<file path="config.mk">
export PLATFORM = sky130hd
export DESIGN_NAME = evt_arbiter
export DESIGN_NICKNAME = d
export VERILOG_FILES = /design/src/rtl/spif_arb_pkg.sv /design/src/rtl/evt_skid_buf.sv /design/src/rtl/evt_arbiter.sv
export SDC_FILE = /design/constraint.sdc
export NUM_CORES = 1
export LEC_CHECK = 0
export BUFFER_PORTS_ARGS = -buffer_cell sky130_fd_sc_hd__clkbuf_2
export CAP_MARGIN = 20
export CORE_ASPECT_RATIO = 0.75
export CORE_MARGIN = 2
export CORE_UTILIZATION = 45
export DETAILED_ROUTE_END_ITERATION = 6
export GPL_TIMING_DRIVEN = 0
export PLACE_DENSITY = 0.78
export SYNTH_ARGS = -nofsm -noshare
export SYNTH_HDL_FRONTEND = slang
export SYNTH_SLANG_ARGS = --single-unit
</file>
<file path="constraint.sdc">
create_clock -name clk -period 2.6 [get_ports clk]
set_clock_uncertainty 0.2 [all_clocks]
set_input_delay 0.13 -clock clk [delete_from_list [all_inputs] [get_ports clk]]
set_output_delay 0.13 -clock clk [all_outputs]
set_load 0.03 [all_outputs]
</file>
<file path="src/rtl/spif_arb_pkg.sv">
`default_nettype none
// +-----------------------------------------------------------------+
// | spif_arb_pkg: shared types and round-robin helper for arbiters  |
// | Rev 1.0                                                         |
// +-----------------------------------------------------------------+
package spif_arb_pkg;

  typedef enum logic [0:0] {
    IDLE  = 1'b0,
    GRANT = 1'b1
  } arb_state_t;

  localparam int c_default_burst_len = 8;
  localparam int c_max_pipes         = 32;
  localparam int c_ptr_w             = 5;

  // First set bit of i_req at or above i_start, wrapping at i_n.
  function automatic logic [c_ptr_w-1:0] rr_next(
    input logic [c_max_pipes-1:0] i_req,
    input logic [c_ptr_w-1:0]     i_start,
    input int                     i_n
  );
    logic [c_ptr_w-1:0] w_sel;
    logic               w_found;
    int                 w_j;
    w_sel   = '0;
    w_found = 1'b0;
    for (int k = 0; k < c_max_pipes; k++) begin
      w_j = int'(i_start) + k;
      if (w_j >= i_n) w_j = w_j - i_n;
      if (!w_found && (k < i_n) && i_req[w_j[c_ptr_w-1:0]]) begin
        w_sel   = w_j[c_ptr_w-1:0];
        w_found = 1'b1;
      end
    end
    return w_sel;
  endfunction

endpackage
`default_nettype wire

</file>
<file path="src/rtl/evt_skid_buf.sv">
`default_nettype none
// +-----------------------------------------------------------------+
// | evt_skid_buf: two-entry (main + skid) ordered output buffer     |
// | Rev 1.0                                                         |
// +-----------------------------------------------------------------+
module evt_skid_buf #(
  parameter int WIDTH = 34
) (
  input  logic             clk,
  input  logic             reset,
  input  logic             i_wr_vld,
  input  logic [WIDTH-1:0] i_wr_data,
  input  logic             i_rd_rdy,
  output logic             o_rd_vld,
  output logic [WIDTH-1:0] o_rd_data,
  output logic             o_full
);

  logic [WIDTH-1:0] r_main;
  logic [WIDTH-1:0] r_skid;
  logic             r_main_vld;
  logic             r_skid_vld;
  logic             w_consume;

  assign w_consume = r_main_vld && i_rd_rdy;

  always_ff @(posedge clk) begin
    if (!reset) begin
      r_main     <= '0;
      r_skid     <= '0;
      r_main_vld <= 1'b0;
      r_skid_vld <= 1'b0;
    end else if (w_consume) begin
      // Skid always holds the older entry, so it refills main before any new write.
      if (r_skid_vld) begin
        r_main     <= r_skid;
        r_skid_vld <= i_wr_vld;
        if (i_wr_vld) r_skid <= i_wr_data;
      end else begin
        r_main_vld <= i_wr_vld;
        if (i_wr_vld) r_main <= i_wr_data;
      end
    end else if (i_wr_vld) begin
      if (!r_main_vld) begin
        r_main     <= i_wr_data;
        r_main_vld <= 1'b1;
      end else begin
        r_skid     <= i_wr_data;
        r_skid_vld <= 1'b1;
      end
    end
  end

  assign o_rd_vld  = r_main_vld;
  assign o_rd_data = r_main;
  assign o_full    = r_skid_vld;

endmodule
`default_nettype wire

</file>
<file path="src/rtl/evt_arbiter.sv">
`default_nettype none
// +-----------------------------------------------------------------+
// | evt_arbiter: round-robin burst arbiter feeding pkt_assembler    |
// | Rev 1.0                                                         |
// +-----------------------------------------------------------------+
module evt_arbiter
  import spif_arb_pkg::*;
#(
  parameter int NUM_PIPES = 4,
  parameter int BURST_LEN = c_default_burst_len,
  parameter int IDX_BITS  = $clog2(NUM_PIPES)
) (
  input  logic                 clk,
  input  logic                 reset,
  input  logic [NUM_PIPES-1:0] arb_en_in,
  input  logic [31:0]          evt_data_in [NUM_PIPES],
  input  logic [NUM_PIPES-1:0] evt_vld_in,
  output logic [NUM_PIPES-1:0] evt_rdy_out,
  output logic [31:0]          evt_data_out,
  output logic [IDX_BITS-1:0]  evt_idx_out,
  output logic                 evt_vld_out,
  input  logic                 evt_rdy_in
);

  localparam int c_cnt_w = (BURST_LEN > 1) ? $clog2(BURST_LEN) : 1;
  localparam int c_pay_w = IDX_BITS + 32;

  arb_state_t                 r_state;
  logic [IDX_BITS-1:0]        r_gnt;
  logic [IDX_BITS-1:0]        r_ptr;
  logic [c_cnt_w-1:0]         r_burst_cnt;

  logic [NUM_PIPES-1:0]       w_req;
  logic [NUM_PIPES-1:0]       w_rdy;
  logic [c_max_pipes-1:0]     w_req_ext;
  logic [c_ptr_w-1:0]         w_pick_full;
  logic [IDX_BITS-1:0]        w_pick;
  logic [IDX_BITS-1:0]        w_pick_inc;
  logic                       w_skid_full;
  logic                       w_gnt_vld;
  logic                       w_gnt_en;
  logic                       w_gnt_rdy;
  logic                       w_accept;
  logic                       w_release;
  logic [c_pay_w-1:0]         w_wr_data;
  logic [c_pay_w-1:0]         w_out_data;

  assign w_req       = evt_vld_in & arb_en_in;
  assign w_req_ext   = c_max_pipes'(w_req);
  assign w_pick_full = rr_next(w_req_ext, c_ptr_w'(r_ptr), NUM_PIPES);
  assign w_pick      = w_pick_full[IDX_BITS-1:0];
  assign w_pick_inc  = (w_pick == IDX_BITS'(NUM_PIPES - 1)) ? '0 : w_pick + IDX_BITS'(1);

  // Ready is combinational from arb_en_in so a disable takes effect in the same cycle.
  for (genvar i = 0; i < NUM_PIPES; i++) begin : g_rdy
    assign w_rdy[i] = (r_state == GRANT) && (r_gnt == IDX_BITS'(i)) &&
                      arb_en_in[i] && !w_skid_full;
  end

  assign evt_rdy_out = w_rdy;
  assign w_gnt_vld   = evt_vld_in[r_gnt];
  assign w_gnt_en    = arb_en_in[r_gnt];
  assign w_gnt_rdy   = w_rdy[r_gnt];
  assign w_accept    = w_gnt_rdy && w_gnt_vld;
  assign w_release   = !w_gnt_en || (w_gnt_rdy && !w_gnt_vld) ||
                       (w_accept && (r_burst_cnt == c_cnt_w'(BURST_LEN - 1)));

  always_ff @(posedge clk) begin
    if (!reset) begin
      r_state     <= IDLE;
      r_gnt       <= '0;
      r_ptr       <= '0;
      r_burst_cnt <= '0;
    end else begin
      case (r_state)
        IDLE: begin
          if (|w_req) begin
            r_state     <= GRANT;
            r_gnt       <= w_pick;
            r_ptr       <= w_pick_inc;
            r_burst_cnt <= '0;
          end
        end
        GRANT: begin
          if (w_release) begin
            r_state <= IDLE;
          end else if (w_accept) begin
            r_burst_cnt <= r_burst_cnt + c_cnt_w'(1);
          end
        end
        default: r_state <= IDLE;
      endcase
    end
  end

  assign w_wr_data = {r_gnt, evt_data_in[r_gnt]};

  evt_skid_buf #(
    .WIDTH (c_pay_w)
  ) u_buf (
    .clk       (clk),
    .reset     (reset),
    .i_wr_vld  (w_accept),
    .i_wr_data (w_wr_data),
    .i_rd_rdy  (evt_rdy_in),
    .o_rd_vld  (evt_vld_out),
    .o_rd_data (w_out_data),
    .o_full    (w_skid_full)
  );

  assign evt_idx_out  = w_out_data[c_pay_w-1:32];
  assign evt_data_out = w_out_data[31:0];

endmodule
`default_nettype wire

</file>
Yosys cells after proc, flatten, opt, wreduce, memory -nomap -nowiden
Index checks and enable logic that the tools add are counted.
- register bits after elaboration: 78
- input bits: 139
- output and inout port bits: 39
- word-level logic and storage cells: 132
- add/sub/neg operators: 9
- $lt $le $gt $ge: 10
- eq/ne operators: 12
- multiplexer cells: 52
- bitwise logic cells: 3
- reductions and logical operators: 38
- operators by type and width (cell ; count):
    $mux W34 ; 9
    $bmux W32 S2 ; 1
    $mux W32 ; 2
    $lt A5 B6 Y1 const B ; 4
    $bmux W1 S5 ; 4
    $mux W5 ; 4
    $logic_and A1 B1 Y1 ; 19
    $mux W1 ; 19
    $ge A3 B3 Y1 const B ; 4
    $sub A3 B3 Y4 const B ; 3
    $mux W2 ; 5
    $mux W3 ; 3
    $ne A2 B2 Y1 const B ; 4
    $add A2 B2 Y3 const B ; 2
    $bmux W1 S2 ; 3
    $eq A2 B2 Y1 const B ; 3
    $logic_not A1 Y1 ; 6
    $ne A2 B1 Y1 const B ; 3
    $pmux W3 S2 ; 1
    $reduce_and A2 Y1 ; 3
    $reduce_and A3 Y1 ; 2
    $reduce_bool A2 Y1 ; 3
    $and A4 B4 Y4 ; 1
    $reduce_and A4 Y1 ; 1
    14 further kinds ; 15

Depth between registers and ports, before layout
- depth in word-level cells: 16
- depth in mapped cells: 10
- depth with buffers taken out: 8

Cells and area by module
A second synthesis with hierarchy kept.
- cells, all modules: 532
- area, all modules: 5126.2 um2
- by module, submodules not included (module ; instances ; cells each ; area each (um2) ; sequential area each (um2)):
    evt_skid_buf ; 1 ; 397 ; 3502.1 ; 1401.3
    evt_arbiter ; 1 ; 135 ; 1624.1 ; 160.2

Least setup slack after synthesis
Ideal clock, no wire load.
- kind: flip-flop to flip-flop
- from: register with a tool-made name
- to: register r_ptr[1]
- setup time: 0.062 ns
- arrival: 2.466 ns
- required time: 2.338 ns
- setup slack: -0.128 ns
- cell stages (with the launch flop): 10
- buffers on the path: 2
- period minus slack after synthesis: 2.728 ns
- cell sequence: dfxtp_1 > clkbuf_1 > inv_1 > ha_1 > clkbuf_1 > mux4_2 > a211oi_2 > a32oi_1 > or3_1 > nand3_1
- RTL lines (element ; RTL line ; RTL):
    end signal, assigned ; evt_arbiter.sv:80 ; r_ptr <= w_pick_inc;
    end, declared ; evt_arbiter.sv:30 ; logic [IDX_BITS-1:0] r_ptr;

==> flow_summary.ini <==
[route]
wirelength_met1_um = 5530
drt_first_pass_iters = 5
wl_met2_um = 6020
ant_nets = 0
highest_layer = met4
routed_wirelength_um = 12700
avgRoutedWirePerCell_um = 17.1
routed_via_density = 5.49
wl_met3_um = 964
first_iter_violations = 224
num_vias = 4064
post-route-drc-count = 0

[sta]
setup_slack_ps = 94.4
rsz0062_at_grt = false
fin_crit_sh = 0.964
worst_slew_pin_slew_ps = 842
relSlewSlack = 0.438
final_max_slew_viol_count = 0
hold_violations = 0
setup_viol = 0
fin_crit_ps = 2510
clock.fmax_mhz = 399

[synthesis]
netlist_area_um2 = 4500
synth_flop_cell = dfxtp_1
synth_cell_type_count = 43
synthArstFlopShare = 0
muxShareOfSynthArea = 0.333
synth_compound_area_frac = 0.131
yosysWarnings = 0
synthCells = 413
ys_ff_latch = 78
synthAdderAreaFrac = 0.0111
seq_area_frac_synth = 0.347
yosys.area_share.simple = 0.133
synth_top_family_by_area = multiplexers
syn_nets = 556
synth-edff-count = 0
avgSynthCellArea_um2 = 10.9
synth-xor-area-share = 0

[worst_setup_path]
cp-end-kind = register
critical_path_required_ps = 2670
arrival_ps = 2570
worst_r2r_path_depth = 9
slowest_delay_ps = 530
start_kind = register
r2r-end = r_ptr[1]
reg2reg_slack_ps = 90
crit_chain = buf_8, inv_2, ha_4, buf_6, mux4_2, a211oi_4, a32oi_2, or3_1, nand3_1
worstSetupPathType = reg -> reg
crit_fanout = 9
crit_end = r_ptr[1]
crit_slowest_cell = mux4_2

[clock_network]
cts_root_buf = clkbuf_16
insertion_delay_ps = 330
h-tree-depth = 3
cts_buffers = 9
cts_sinks = 78
cts.clk_slew.worst_paths_ps = 60
cts_buffer_depth = 2
cts_tree = yes

[floorplan]
io_pins = 178
die_area_um2 = 10800
die_x_um = 120
row_count = 31
core-area_um2 = 9700
fp.dieH_um = 90.6
start_util = 0.464

[grt]
track_usage = 0.232
grt_max_degree = 16
antenna_found_initial = 0
gr-total-overflow = 0
grt_pass1_wl_um = 19700
grt_pass1_vias = 3993

[power_and_ir_drop]
leakagePower_nw = 3.32
netSwitchingFraction = 0.340
p_int_mw = 2.59
irDropWorstVdd_uv = 336
pwr-share-seq = 0.342
pwr-share-clk = 0.306
combPwrFrac = 0.353
p_sw_mw = 1.33
powerDensity_nw_per_um2 = 663

[placement]
gp_congestion = 0.807
port_buffers = 176
post-dp-hpwl_um = 9590
place_ws_ps = -167
placed_area_um2 = 5550

[flow_run]
drv_cap = 0

[final_layout]
layout_commonest_cell = clkbuf_2
final_area_um2 = 5910
drive_gt1_frac = 0.428
mostFrequentLayoutCells = clkbuf_2 (176), dfxtp_1 (76), mux2i_1 (70)
area_growth_syn_to_layout_pct = 31.2
num_antenna_cells = 0
fin_nets = 746

[min_path]
hold_class = in -> reg
hold_start = reset

[status]
status = completed
[flip-flops by register name, indices dropped and copies added (netlist names), named ones only]
signal and count:
u_buf.r_skid 34, r_gnt 2, u_buf.o_rd_data 34, r_ptr 1
r_burst_cnt 3, u_buf.o_rd_vld 1, u_buf.o_full 1, r_state 1
[kinds of logic (layout without fill, tap and decap cells)]
kind of cell    count (synthesis)  count (layout)
mux                           106             106
compound gates                 67              67
buf+inv                        39             234
fa+ha+maj                       4               4
flops                          78              78
simple gates                  119             119
[worst min-delay path by stage]
| stage | end | slack (ps) | cells after the start |
|---|---|---|---|
| after global routing | u_buf.r_skid[19] | 100 | 4 |
| after global placement | u_buf.o_full | 280 | 3 |
| after CTS | r_ptr[1] | 80 | 4 |
| final | r_ptr[1] | 80 | 4 |
| after detailed placement | u_buf.o_rd_data[19] | 290 | 1 |
| after floorplan | u_buf.o_full | 150 | 2 |
[layer usage]
metal | global-route usage | up-vias
met5 | 0 | -
li1 | - | 1914
met4 | 0.0471 | 0
met1 | 0.295 | 1968
met2 | 0.392 | 168
met3 | 0.0676 | 14
[synthesized netlist by cell type, types with 2 or more instances]
cell type	number	area, µm²
inv_1	4	15.0
nor3_1	2	10.0
o21ai_0	5	25.0
nand4_1	2	12.5
ha_1	4	50.1
a21boi_0	4	30.0
nor2_1	8	30.0
a31oi_1	2	12.5
dfxtp_1	78	1560
buf_6	4	45.0
nand3b_1	2	15.0
buf_4	3	22.5
mux4_2	35	788
nor2b_1	35	219
buf_1	3	11.3
and3_1	3	18.8
buf_2	9	45.0
a221oi_1	2	17.5
nand2_1	50	188
o211a_1	36	360
o21a_1	5	37.5
nand3_1	7	35.0
nor3b_1	2	15.0
mux2i_1	70	701
clkbuf_1	16	60.1
a21oi_1	5	25.0
[final cells by class]
class	instances	area, µm²
flip-flops and latches	78	1560
inverters	4	15.0
plain buffers	35	203
multi-input cells	296	2770
well taps	132	165
clock inverters	7	57.6
clock buffers	9	225
fillers	838	3790
repair buffers	179	903
[power groups by stage]
stage,logic (mW),registers (mW),clock network (mW)
2_1_floorplan,0.806,1.47,0
3_3_place_gp,1.25,1.36,0
3_5_place_dp,1.28,1.36,0
4_1_cts,1.33,1.33,1.21
5_1_grt,1.49,1.35,1.27
6_report,1.38,1.34,1.20
[repair_timing]
item	CTS	global route
gates resized for setup	6	7
pin swaps	2	3
hold endpoints to repair	1	0
buffers inserted	1	0
endpoints found under the setup margin	3	2
hold buffers	1	0
gates cloned	0	1
[per-stage QoR]
step	utilization	power (mW)	setup TNS [ps]	hold WS (ps)	cells
after floorplan	-	2.27	0	152	413
after global placement	0.573	2.61	-157	278	721
after detailed placement	0.573	2.64	-167	288	721
after CTS	0.606	3.88	0	77.4	739
after global routing	0.609	4.11	0	102	740
final	0.609	3.92	0	81.3	740
[critical path, delay by kind of cell, from the launching register on]
family                     cells  cell delay [ps]
muxes                          1              530
and+or+nand+nor                2              410
AOI/OAI and AO/OA              2              400
DFF                            1              340
buffers and inverters          3              300
adders and majority gates      1              270
Power figures use the tool's default switching activity.
